--- src/rtl/ecall_console_if.sv ---
// Core/console-side bundle of the ECALL service unit.
// Byte stream: a byte transfers on a rising edge where char_valid && char_ready; once
// char_valid rises, char_data holds steady and char_valid stays high until that transfer.
interface ecall_console_if;
  logic        ecall_valid;
  logic [31:0] a0;
  logic [31:0] a1;
  logic        stall;
  logic        halted;
  logic        char_valid;
  logic [7:0]  char_data;
  logic        char_ready;
  logic [2:0]  dbg_state;

  modport slave (
    input  ecall_valid, a0, a1, char_ready,
    output stall, halted, char_valid, char_data, dbg_state
  );

  modport master (
    output ecall_valid, a0, a1, char_ready,
    input  stall, halted, char_valid, char_data, dbg_state
  );
endinterface

--- src/rtl/ecall_console.sv ---
// ECALL service unit: stalls the core, prints a1 as signed decimal (a0==1) over a byte
// stream, or halts the core for good (a0==10).
module ecall_console #(
  parameter logic [7:0]  NEWLINE    = 8'h0A,
  parameter logic [31:0] HALT_CODE  = 32'd10,
  parameter logic [31:0] PRINT_CODE = 32'd1
) (
  input  logic              clock,
  input  logic              reset,
  ecall_console_if.slave    bus
);

  typedef enum logic [2:0] {
    S_IDLE  = 3'd0,
    S_CONV  = 3'd1,
    S_SIGN  = 3'd2,
    S_DIGIT = 3'd3,
    S_NL    = 3'd4,
    S_DONE  = 3'd5,
    S_HALT  = 3'd6
  } state_e;

  state_e      state_q, state_d;
  logic        neg_q, neg_d;
  logic [31:0] mag_q, mag_d;
  logic [39:0] bcd_q, bcd_d;
  logic [4:0]  cnt_q, cnt_d;
  logic [3:0]  ptr_q, ptr_d;
  logic        char_valid_q, char_valid_d;
  logic [7:0]  char_data_q, char_data_d;

  logic        stall;
  logic [39:0] bcd_adj;
  logic [39:0] bcd_shift;
  logic [31:0] mag_shift;
  logic [3:0]  ptr_calc;

  function automatic logic [39:0] bcd_adjust(input logic [39:0] b);
    logic [39:0] r;
    r = b;
    for (int i = 0; i < 10; i++) begin
      if (b[i*4 +: 4] >= 4'd5) r[i*4 +: 4] = b[i*4 +: 4] + 4'd3;
    end
    return r;
  endfunction

  function automatic logic [7:0] digit_char(input logic [39:0] b, input logic [3:0] p);
    logic [3:0] d;
    d = 4'd0;
    for (int i = 0; i < 10; i++) begin
      if (p == 4'(i)) d = b[i*4 +: 4];
    end
    return 8'h30 + {4'h0, d};
  endfunction

  // One double-dabble step and the leading-digit position of its result.
  always_comb begin
    bcd_adj = bcd_adjust(bcd_q);
    {bcd_shift, mag_shift} = {bcd_adj, mag_q} << 1;
    ptr_calc = 4'd0;
    for (int i = 0; i < 10; i++) begin
      if (bcd_shift[i*4 +: 4] != 4'd0) ptr_calc = 4'(i);
    end
  end

  always_comb begin
    state_d      = state_q;
    neg_d        = neg_q;
    mag_d        = mag_q;
    bcd_d        = bcd_q;
    cnt_d        = cnt_q;
    ptr_d        = ptr_q;
    char_valid_d = char_valid_q;
    char_data_d  = char_data_q;
    stall        = 1'b0;

    case (state_q)
      S_IDLE: begin
        if (bus.ecall_valid && bus.a0 == HALT_CODE) begin
          stall   = 1'b1;
          state_d = S_HALT;
        end else if (bus.ecall_valid && bus.a0 == PRINT_CODE) begin
          stall   = 1'b1;
          state_d = S_CONV;
          neg_d   = bus.a1[31];
          mag_d   = bus.a1[31] ? (~bus.a1 + 32'd1) : bus.a1;
          bcd_d   = '0;
          cnt_d   = '0;
        end
      end
      S_CONV: begin
        stall = 1'b1;
        bcd_d = bcd_shift;
        mag_d = mag_shift;
        cnt_d = cnt_q + 5'd1;
        if (cnt_q == 5'd31) begin
          ptr_d        = ptr_calc;
          char_valid_d = 1'b1;
          if (neg_q) begin
            state_d     = S_SIGN;
            char_data_d = 8'h2D;
          end else begin
            state_d     = S_DIGIT;
            char_data_d = digit_char(bcd_shift, ptr_calc);
          end
        end
      end
      S_SIGN: begin
        stall = 1'b1;
        if (bus.char_ready) begin
          state_d     = S_DIGIT;
          char_data_d = digit_char(bcd_q, ptr_q);
        end
      end
      S_DIGIT: begin
        stall = 1'b1;
        if (bus.char_ready) begin
          if (ptr_q != 4'd0) begin
            ptr_d       = ptr_q - 4'd1;
            char_data_d = digit_char(bcd_q, ptr_q - 4'd1);
          end else begin
            state_d     = S_NL;
            char_data_d = NEWLINE;
          end
        end
      end
      S_NL: begin
        stall = 1'b1;
        if (bus.char_ready) begin
          state_d      = S_DONE;
          char_valid_d = 1'b0;
          char_data_d  = 8'h00;
        end
      end
      // Core retires the ECALL on this edge; a still-high ecall_valid is not a new call.
      S_DONE: state_d = S_IDLE;
      S_HALT: stall = 1'b1;
      default: state_d = S_IDLE;
    endcase
  end

  always_ff @(posedge clock or posedge reset) begin
    if (reset) begin
      state_q      <= S_IDLE;
      neg_q        <= 1'b0;
      mag_q        <= '0;
      bcd_q        <= '0;
      cnt_q        <= '0;
      ptr_q        <= '0;
      char_valid_q <= 1'b0;
      char_data_q  <= 8'h00;
    end else begin
      state_q      <= state_d;
      neg_q        <= neg_d;
      mag_q        <= mag_d;
      bcd_q        <= bcd_d;
      cnt_q        <= cnt_d;
      ptr_q        <= ptr_d;
      char_valid_q <= char_valid_d;
      char_data_q  <= char_data_d;
    end
  end

  assign bus.stall      = stall;
  assign bus.halted     = (state_q == S_HALT);
  assign bus.char_valid = char_valid_q;
  assign bus.char_data  = char_data_q;
  assign bus.dbg_state  = state_q;

endmodule

--- src/flat_wrapper.sv ---
// flat-port wrapper written by rule: the top's interface ports become plain ports
module ecall_console_flat 
#(
  parameter logic [7:0]  NEWLINE    = 8'h0A,
  parameter logic [31:0] HALT_CODE  = 32'd10,
  parameter logic [31:0] PRINT_CODE = 32'd1
)
  (clock, reset, bus_ecall_valid, bus_a0, bus_a1, bus_char_ready, bus_stall, bus_halted, bus_char_valid, bus_char_data, bus_dbg_state);
  ecall_console_if bus_i ();
  input  logic clock;
  input  logic reset;
  input wire logic [$bits(bus_i.ecall_valid)-1:0] bus_ecall_valid;
  input wire logic [$bits(bus_i.a0)-1:0] bus_a0;
  input wire logic [$bits(bus_i.a1)-1:0] bus_a1;
  input wire logic [$bits(bus_i.char_ready)-1:0] bus_char_ready;
  output wire logic [$bits(bus_i.stall)-1:0] bus_stall;
  output wire logic [$bits(bus_i.halted)-1:0] bus_halted;
  output wire logic [$bits(bus_i.char_valid)-1:0] bus_char_valid;
  output wire logic [$bits(bus_i.char_data)-1:0] bus_char_data;
  output wire logic [$bits(bus_i.dbg_state)-1:0] bus_dbg_state;
  assign bus_i.ecall_valid = bus_ecall_valid;
  assign bus_i.a0 = bus_a0;
  assign bus_i.a1 = bus_a1;
  assign bus_i.char_ready = bus_char_ready;
  assign bus_stall = bus_i.stall;
  assign bus_halted = bus_i.halted;
  assign bus_char_valid = bus_i.char_valid;
  assign bus_char_data = bus_i.char_data;
  assign bus_dbg_state = bus_i.dbg_state;
  ecall_console #(.NEWLINE(NEWLINE), .HALT_CODE(HALT_CODE), .PRINT_CODE(PRINT_CODE)) u_core (.clock(clock), .reset(reset), .bus(bus_i));
endmodule
--- config.mk ---
export PLATFORM = sky130hd
export DESIGN_NAME = ecall_console_flat
export DESIGN_NICKNAME = d
export VERILOG_FILES = /design/src/rtl/ecall_console_if.sv /design/src/rtl/ecall_console.sv /design/src/flat_wrapper.sv
export SDC_FILE = /design/constraint.sdc
export NUM_CORES = 1
export LEC_CHECK = 0
export BUFFER_PORTS_ARGS = -buffer_cell sky130_fd_sc_hd__buf_2
export CAP_MARGIN = 20
export CORE_MARGIN = 3
export CORE_UTILIZATION = 30
export CTS_BUF_LIST = sky130_fd_sc_hd__clkbuf_16
export DETAILED_ROUTE_END_ITERATION = 8
export SETUP_SLACK_MARGIN = 0.1
export SLEW_MARGIN = 20
export SYNTH_ARGS = -nofsm -noshare
export SYNTH_HDL_FRONTEND = slang
export SYNTH_SLANG_ARGS = --single-unit
--- constraint.sdc ---
create_clock -name clock -period 3.45 [get_ports clock]
set_input_delay 0.8625 -clock clock [delete_from_list [all_inputs] [get_ports clock]]
set_output_delay 0.8625 -clock clock [all_outputs]
set_load 0.01 [all_outputs]
Word-level counts from Yosys, hierarchy flattened
Index checks and enable logic that the tools add are counted.
{"block": "word_totals", "regBits": 94, "inputBits": 68, "output_inout_bits": 14, "elab_cells": 201}
{"block": "op_classes", "addsub": 16, "n_lt_le_gt_ge": 10, "n_eq_ne": 44, "mux": 93, "n_bitwise": 3, "reduce_logical": 27}
{"operator": "$mux 4", "count": 52}
{"operator": "$mux 32", "count": 3}
{"operator": "$mux 40", "count": 2}
{"operator": "$pmux 40 s2", "count": 1}
{"operator": "$pmux 32 s2", "count": 1}
{"operator": "$eq 4x3->1 const B", "count": 12}
{"operator": "$mux 8", "count": 6}
{"operator": "$reduce_bool 4->1", "count": 11}
{"operator": "$ge 4x3->1 const B", "count": 10}
{"operator": "$add 4x2->4 const B", "count": 9}
{"operator": "$mux 3", "count": 12}
{"operator": "$add 32x1->32 const B", "count": 1}
{"operator": "$eq 32x1->1 const B", "count": 1}
{"operator": "$eq 32x4->1 const B", "count": 1}
{"operator": "$not 32->32", "count": 1}
{"operator": "$pmux 8 s4", "count": 1}
{"operator": "$eq 4x2->1 const B", "count": 6}
{"operator": "$eq 4x4->1 const B", "count": 6}
{"operator": "$add 6x4->7 const A", "count": 3}
{"operator": "$pmux 3 s6", "count": 1}
{"operator": "$eq 4x1->1 const B", "count": 3}
{"operator": "$logic_not 4->1", "count": 3}
{"operator": "$mux 5", "count": 2}
{"operator": "$ne 2x2->1 const B", "count": 5}
{"operator": "other kinds (23)", "count": 40}

Depth between registers and ports, before layout
Gate-level depths: netlist of the first run.
{"block": "depth", "word_depth": 30, "depth_mapped": 14, "ltp_nobuf": 12}

Worst setup path before layout of the first run
Ideal clock, no wire load.
{"block": "synth_timing", "path_kind": "input to register", "start": "input bus_a1[8]", "end": "register u_core.mag_q[29]", "setup_time_ps": 131, "arrival_ps": 3246, "required_ps": 3319, "slack_ps": 74, "stages": 7, "n_path_buf": 0, "path_cell_list": "or4_4 or4_4 or4_4 or3_4 o41ai_4 xor2_1 o21ai_1"}
{"block": "synth_via", "elab_chain_cells": 6}
{"element": "start: declaration", "line_no": "flat_wrapper.sv:14", "source": "input wire logic [$bits(bus_i.a1)-1:0] bus_a1;"}
{"element": "$not 32->32", "line_no": "ecall_console.sv:86", "source": "mag_d = bus.a1[31] ? (~bus.a1 + 32'd1) : bus.a1;"}
{"element": "$add 32x1->32", "line_no": "ecall_console.sv:86"}
{"element": "$mux 32", "line_no": "ecall_console.sv:86"}
{"element": "$mux 32", "line_no": "ecall_console.sv:82", "source": "end else if (bus.ecall_valid && bus.a0 == PRINT_CODE) begin"}
{"element": "$mux 32", "line_no": "ecall_console.sv:79", "source": "if (bus.ecall_valid && bus.a0 == HALT_CODE) begin"}
{"element": "$pmux 32 s2", "line_no": "ecall_console.sv:77", "source": "case (state_q)"}
{"element": "end signal: assignment", "line_no": "ecall_console.sv:155", "source": "mag_q <= mag_d;"}
{"element": "end: declaration", "line_no": "ecall_console.sv:25", "source": "logic [31:0] mag_q, mag_d;"}
No other way between the ends. The select of a mux whose other input is x is not followed.
A chain may end at the register's enable or synchronous reset.

Worst setup path after layout of the first run
{"block": "layout_timing", "start": "register u_core.bcd_q[36]", "end": "register u_core.char_data_q[3], in the netlist u_core.bus.char_data[3]"}
{"block": "layout_via", "elab_chain_cells": 22, "word_cells_on_any_way": 44, "classes_between": "add/sub: 4; order compare: 1; eq/ne: 9; mux: 28; reduce/logical: 2"}
{"element": "start: declaration", "line_no": "ecall_console.sv:26", "source": "logic [39:0] bcd_q, bcd_d;"}
{"element": "start signal: assignment", "line_no": "ecall_console.sv:147", "source": "bcd_q <= '0;"}
{"element": "start signal: assignment", "line_no": "ecall_console.sv:156", "source": "bcd_q <= bcd_d;"}
{"element": "$ge 4x3->1 or $add 3x2->3 (tied branches)", "line_no": "ecall_console.sv:42", "source": "if (b[i*4 +: 4] >= 4'd5) r[i*4 +: 4] = b[i*4 +: 4] + 4'd3;"}
{"element": "$mux 3", "line_no": "ecall_console.sv:42"}
{"element": "$reduce_bool 4->1", "line_no": "ecall_console.sv:62", "source": "if (bcd_shift[i*4 +: 4] != 4'd0) ptr_calc = 4'(i);"}
{"element": "$mux 4", "line_no": "ecall_console.sv:62"}
{"element": "$logic_not 4->1", "line_no": "ecall_console.sv:51", "source": "if (p == 4'(i)) d = b[i*4 +: 4];"}
{"element": "$mux 4 (10 in a row)", "line_no": "ecall_console.sv:51"}
{"element": "$mux 4", "line_no": "ecall_console.sv:99", "source": "if (neg_q) begin"}
{"element": "$mux 4", "line_no": "ecall_console.sv:96", "source": "if (cnt_q == 5'd31) begin"}
{"element": "$mux 4", "line_no": "ecall_console.sv:77"}
{"element": "$add 6x4->7", "line_no": "ecall_console.sv:53", "source": "return 8'h30 + {4'h0, d};"}
{"element": "$mux 8", "line_no": "ecall_console.sv:99"}
{"element": "$mux 8", "line_no": "ecall_console.sv:96"}
{"element": "$pmux 8 s4 (*)", "line_no": "ecall_console.sv:77"}
{"element": "end signal: assignment", "line_no": "ecall_console.sv:160", "source": "char_data_q <= char_data_d;"}
{"element": "end: declaration", "line_no": "ecall_console.sv:30", "source": "logic [7:0] char_data_q, char_data_d;"}
Every way passes the cells marked *; elsewhere a longest branch is shown, timed or not. The select of a mux whose other input is x is not followed.

==> results.md, run 1 <==
- Final WL: approximately 22000 um
- Ports: 82
- Netlist cell types: 70
- Slew Limit Headroom: 0.511
- Nets@finish: 1090
- Critical Path Sink Type: flop
- First-pass detailed-route iteration total: 6
- Routed vias/inst: between 5 and 6
- Worst Path Arrival: 3460 ps
- Final setup TNS: 0 ps
- CP Launch Point: u_core.bcd_q[36]
- Least-Margin Pin Slew: 733 ps
- Mapped Area: 7190 um2
- Seq cells post-synth: 92
- Setup Viol. Count Final: 0
- Chip width: roughly 160 um
- Fmax: 307 MHz
- Fillers: between 2000 and 3000
- Peak supply drop: 0.000395 V
- Switching Share: 0.495
- Fin crit share: 0.945
- Register area: ~2300 um2
- FF-to-FF Start: u_core.bcd_q[36]
- Mapped Cells: around 880
- DRC viols: 0
- IO Port Bufs: 79
- Async SR Flop Fraction: 1.00
- Startpoint Class: flop
- Combinational power share: 0.640
- Cell area power density: 935 nW/um2
- Layout cells sized above 1: 0.233
- RSZ-0062 raised after global routing: true
- WP data required: approximately 3700 ps
- Reg2reg end: u_core.bus.char_data[3]
- Hold Path End: u_core.bus.char_data[5]
- Clock sink count: 92
- Cells on worst reg2reg path: 10
- GP Congestion: about 0.95
- Routed Antenna Nets: 0
- Initial antenna violation count: 0
- Sequential share of the synthesized area: 0.320
- WL/cell: 16.5 um
- HP Start: u_core.bus.char_data[5]
- Layout Area Growth over Synthesis: 22.0%
- First-pass GRT wire length: roughly 35000 um
- CTS Root Cell: clkbuf_16
- Core area: 23500 um2
- CTS buffer count: 9
- Crit Path Max Fanout: 6
- Post-placement setup slack: -104 ps
- Worst reg-to-reg setup slack: 190 ps
- YS warnings: 0
- Top_reg_cell synth: dfrtp_1
- EDFF count, synth: 0
- Reg power frac: 0.236
- Std-Cell Rows: 56
- GRT Total Usage: 0.166
- Initial Util: 0.305
- Ant. Diodes: 0
- Worst Skew: 6.57 ps
- Largest net degree at the start of global routing: 75
- Net Sw Power: 0.00406 W
- Hold path depth: 2
- Slew Viols, Final: 0
- GRT overflow: 0
- Worst-path clk slew: 70 ps
- H-tree lvl count: 3
- CTS tree: yes
- Cell Int Power: 0.00414 W
- Share of power burned in the clock network: 0.124
- MaxCap Viol Count: 0
- Worst hold path class: reg -> reg
- Clock Latency Late Sink: between 300 and 400 ps
- Lkg Pwr: 3.65 nW
- Final hold vios: 0
- Hold_ws: 475 ps
- Drt initial violations: 581
- Final worst-path setup slack: approximately 190 ps
- Longest Clk Path Bufs: 2
- Final Critical Period: roughly 3300 ps
- Die area: 25900 um2
- Height of the die: roughly 160 um
- Vias in the first global route: about 6500
- Outcome: finished clean
- Combined area of the multi-input logic cells: 4680 um2
- Via count: between 7000 and 8000
- CP Class: reg -> reg
- Syn_area_per_cell: approximately 8 um2
- DP HPWL: about 16000 um
stage by stage:
stage	util	power [W]	instances	area [um2]
finish	0.373	0.00820	1318	8770
floorplan	-	0.00505	885	7190
global route	0.373	0.00889	1318	8770
global placement	0.353	0.00678	1295	8300
detailed placement	0.353	0.00682	1295	8300
CTS	0.365	0.00788	1311	8600
layer usage:
layer / share of wire / wire [um] / global-route usage
met1: 0.47 / 10300 / 0.235
met2: 0.46 / 9950 / 0.256
met3: 0.047 / 1030 / 0.0279
met4: 0.022 / 488 / 0.0540
met5: 0 / 0 / 0
final cells by class:
cell class | count | area share
timing repair buffer | 154 | 0.111
clock inverter | 7 | 0.00827
sequential | 92 | 0.263
clock buffer | 9 | 0.0257
inverter | 30 | 0.0131
multi-input combinational | 707 | 0.534
tap | 319 | 0.0455
how the worst max path moves through the flow:
| stage | end | depth (start not counted) |
|---|---|---|
| final | u_core.bus.char_data[3] | 10 |
| after global routing | u_core.bus.char_data[3] | 12 |
| after CTS | u_core.bus.char_data[2] | 12 |
| after detailed placement | u_core.mag_q[29] | 8 |
| after global placement | u_core.mag_q[29] | 8 |
| after floorplan | u_core.mag_q[29] | 7 |
power by group through the flow:
stage	Combinational [W]	Clock, W	Sequential [W]
3_5_place_dp	0.00489	0	0.00193
5_1_grt	0.00580	0.00109	0.00200
6_report	0.00525	0.00102	0.00194
3_3_place_gp	0.00487	0	0.00191
2_1_floorplan	0.00335	0	0.00170
4_1_cts	0.00492	0.00105	0.00190
cells in the mapped netlist (7+ instances only):
library cell / count / area (um2)
xor2_1: 30 / 263
nor4_1: 9 / 56.3
nor2_1: 47 / 176
nand2b_1: 18 / 113
a211oi_1: 7 / 52.6
nand2_1: 89 / 334
nor3_1: 11 / 55.1
ha_1: 28 / 350
a32o_1: 7 / 70.1
a221o_1: 8 / 80.1
o21ai_0: 111 / 556
mux2_2: 10 / 113
nor2b_1: 12 / 75.1
nor3b_1: 17 / 128
a21oi_1: 72 / 360
o31ai_1: 21 / 158
inv_1: 30 / 113
nand3_1: 41 / 205
buf_1: 7 / 26.3
dfrtp_1: 92 / 2300
or4_1: 8 / 60.1
nand4_1: 10 / 62.6
xnor2_1: 11 / 96.3
a22oi_1: 27 / 203
clkbuf_1: 44 / 165
nand3b_1: 7 / 52.6
cell families after synthesis:
group,count (synthesis),synth area share
fa+ha+maj,28,0.0487
flops,92,0.320
other cells,1,0.000522
compound gates,317,0.281
mux,17,0.0289
simple gates,302,0.224
xor+xnor,41,0.0500
buf+inv,86,0.0465
cells in the final DEF (no fill, tap or decap), drive strengths merged, types with 6 or more instances in the layout:
| cell | n |
|---|---|
| buf | 154 |
| dfrtp | 92 |
| a21oi | 73 |
| nor2b | 12 |
| inv | 32 |
| nor2 | 47 |
| nand3b | 7 |
| nand2b | 18 |
| a221o | 8 |
| or4 | 11 |
| nand3 | 41 |
| ha | 28 |
| and2 | 6 |
| a32o | 7 |
| a22oi | 27 |
| nor4 | 11 |
| nor3b | 18 |
| a221oi | 6 |
| xor2 | 30 |
| clkbuf | 9 |
| nand2 | 89 |
| a211oi | 7 |
| mux2 | 10 |
| nor3 | 11 |
| xnor2 | 11 |
| o21ai | 114 |
| o31ai | 21 |
| nand4 | 10 |
| o22ai | 6 |
worst max-delay path: stages, from the launching register on:
cell      delay [ps]
dfrtp_1          430
inv_1            120
ha_2             230
nand2b_1          80
a21oi_2          190
mux2_2           230
nand4_1          250
nor4_4           410
nand4_1          300
o311ai_0         680
a221oi_1         190
state kept, by name, summed over array words and instances, names as in the netlist:
register	count
u_core.ptr_q	4
u_core.bcd_q	40
u_core.cnt_q	5
u_core.bus.char_data	6
u_core.bus.char_valid	1
u_core.mag_q	32
u_core.neg_q	1
u_core.bus.dbg_state	3
repair_timing:
item | in CTS | in global routing
resized for setup | 0 | 35
hold buffers | 0 | 0
buffers inserted | 0 | 7
setup endpoints to repair | 0 | 4
(Power assumes the default switching activity.)
==> inputs of run 2 (changes only) <==
--- a/config.mk
+++ b/config.mk
@@ -11,6 +11,7 @@
 export CORE_UTILIZATION = 30
 export CTS_BUF_LIST = sky130_fd_sc_hd__clkbuf_16
 export DETAILED_ROUTE_END_ITERATION = 8
+export RECOVER_POWER = 25
 export SETUP_SLACK_MARGIN = 0.1
 export SLEW_MARGIN = 20
 export SYNTH_ARGS = -nofsm -noshare
==> run 2 against run 1 <==
The run now ends with max-capacitance violations, max-slew violations left. Sequential power is essentially flat. Critical path depth is the same. Core utilization shrank 0.069 points. Wire length is essentially flat. Sequential share of layout area is essentially flat. Maximum frequency is essentially flat. Cell count is the same. Via count is essentially flat. Final area shrank 0.19%. Die area is the same. Clock power is essentially flat. Global-route usage is the same. Critical endpoint unchanged. Highest routed layer unchanged.
==> results.md, run 2 (synthesized netlist as in run 1, its figures left out) <==
- Clock sink count: 92
- Vias in the first global route: 6536
- CTS tree: yes
- Outcome: finished with violations
- Core area: 23500 um2
- Cell area power density: 937 nW/um2
- Share of power burned in the clock network: 0.124
- Clock Latency Late Sink: between 300 and 400 ps
- Fin crit share: 0.945
- Reg2reg end: u_core.bus.char_data[3]
- Setup Viol. Count Final: 0
- Initial Util: 0.305
- Net Sw Power: 0.00406 W
- CTS Root Cell: clkbuf_16
- Final WL: 21800 um
- Critical Path Sink Type: flop
- Height of the die: 161 um
- IO Port Bufs: 79
- Final Critical Period: 3260 ps
- Slowest cell on crit path: o311ai_0
- RSZ-0062 raised after global routing: true
- Chip width: 161 um
- Critical-path cell list: inv_1 > ha_2 > nand2b_1 > a21oi_2 > mux2_2 > nand4_1 > nor4_4 > nand4_1 > o311ai_0 > a221oi_1
- Slew Viols, Final: 50
- Drt initial violations: about 580
- Buf+Inv Stages, Crit Path: 1
- Crit path max-delay family: compound AO/OA/AOI/OAI gates
- Longest Clk Path Bufs: 2
- Crit path largest cell delay: 680 ps
- Hold path depth: 2
- Fmax: between 300 and 400 MHz
- CTS buffer count: 9
- Combinational power share: 0.640
- Cells on worst reg2reg path: 10
- Std-Cell Rows: 56
- FF-to-FF Start: u_core.bcd_q[36]
- Largest net degree at the start of global routing: 75
- Slew Limit Headroom: -0.466
- Lkg Pwr: between 3 and 4 nW
- DRC viols: 0
- First-pass GRT wire length: 35300 um
- Most flop-heavy register: u_core.bcd_q
- Cell Int Power: around 0.0041 W
- Violated checks: max-capacitance violations, max-slew violations
- Worst-path clk slew: 70 ps
- Placed Cells: roughly 1300
- GRT overflow: 0
- Top Metal Used: met4
- Layout Area Growth over Synthesis: 21.8%
- GRT Total Usage: 0.166
- Worst hold path class: reg -> reg
- Hold Path End: u_core.bus.char_data[5]
- Commonest non-fill, non-tap cell in the layout: o21ai_0
- Routed Antenna Nets: 0
- Wire length on met3: 1100 um
- CP Class: reg -> reg
- Final hold vios: 0
- Hold_ws: about 470 ps
- WL met2: approximately 9900 um
- WL/cell: 16.5 um
- MaxCap Viol Count: 1
- Least-Margin Pin Slew: 2190 ps
- Metal1 wirelength: 10300 um
- Switching Share: 0.496
- First-pass detailed-route iteration total: 5
- Crit-path most repeated cell: nand4_1
- HP Start: u_core.bus.char_data[5]
- Worst Skew: between 6 and 7 ps
- Nets@finish: approximately 1100
- Reg power frac: 0.236
- Startpoint Class: flop
- GP Congestion: 0.951
- WP data required: 3650 ps
- Peak supply drop: 0.000395 V
- Worst reg-to-reg setup slack: 190 ps
- Worst Path Arrival: 3470 ps
- DP HPWL: 16300 um
- Via count: 7144
- Layout cells sized above 1: 0.233
- Largest register FFs: 40
- Non-filler cells, final: between 1000 and 1500
- Die area: around 26000 um2
- Ant. Diodes: 0
- Final setup TNS: 0 ps
- H-tree lvl count: 3
- Ports: 82
- Initial antenna violation count: 0
- Routed vias/inst: 5.42
- Crit Path Max Fanout: 6
- Most frequent cells in the layout: 111 x o21ai_0, 89 x dfrtp_1, 88 x nand2_1, 79 x buf_2, 74 x buf_4
- WP depth: 10
==> run 2: changes by cell type in the layout (fill, tap and decap cells not counted), sizes merged <==
cell,before,now
buf,154,153
clkbuf,9,10
clkinvlp,1,2
inv,32,31
==> run 2: routing by layer <==
layer / track usage / vias to the layer above
li1: - / 3509
met1: 0.235 / 3386
met2: 0.256 / 209
met3: 0.0279 / 40
met4: 0.0540 / 0
met5: 0 / -
==> run 2: how the worst max path moves through the flow <==
stage / slack [ps] / from / end
3_5_place_dp: -100 / bus_a1[8] / u_core.mag_q[29]
3_3_place_gp: -80 / bus_a1[8] / u_core.mag_q[29]
6_report: 190 / u_core.bcd_q[36] / u_core.bus.char_data[3]
5_1_grt: 30 / u_core.bcd_q[32] / u_core.bus.char_data[3]
2_1_floorplan: 70 / bus_a1[8] / u_core.mag_q[29]
4_1_cts: 120 / u_core.bcd_q[25] / u_core.bus.char_data[2]
==> run 2: cell type report <==
| type | count | area [um2] |
|---|---|---|
| well taps | 319 | 399 |
| multi-input cells | 707 | 4680 |
| fillers | 2515 | 14800 |
| flip-flops and latches | 92 | 2310 |
| repair buffers | 154 | 956 |
| inverters | 30 | 114 |
| clock inverters | 7 | 72.6 |
| clock buffers | 9 | 225 |
==> run 2: what timing repair did <==
item | 4_1_cts | 5_1_grt
setup endpoints to repair | 0 | 4
gates resized for setup | 0 | 35
setup buffers | 0 | 7
hold buffers | 0 | 0
==> run 2: per-stage QoR <==
stage	setup WS (ps)	total power, W	instance area (um2)	utilization
after global routing	29.8	0.00889	8750	0.372
final	189	0.00820	8750	0.372
after global placement	-75.5	0.00678	8300	0.353
after detailed placement	-104	0.00682	8300	0.353
after CTS	116	0.00788	8600	0.365
after floorplan	73.7	0.00505	7190	-
==> run 2: worst reg2reg max path, delay by kind of cell (launching register included) <==
| kind | cells | cell delay (ps) |
|---|---|---|
| muxes | 1 | 230 |
| AOI/OAI and AO/OA | 3 | 1060 |
| and+or+nand+nor | 4 | 1050 |
| adders and majority gates | 1 | 230 |
| buffers and inverters | 1 | 120 |
| DFF | 1 | 430 |
==> run 2: power groups by stage <==
| stage | Clock (W) | Sequential [W] | Combinational [W] |
|---|---|---|---|
| floorplan | 0 | 0.00170 | 0.00335 |
| global placement | 0 | 0.00191 | 0.00487 |
| detailed placement | 0 | 0.00193 | 0.00489 |
| CTS | 0.00105 | 0.00190 | 0.00492 |
| global route | 0.00109 | 0.00200 | 0.00580 |
| finish | 0.00101 | 0.00194 | 0.00525 |
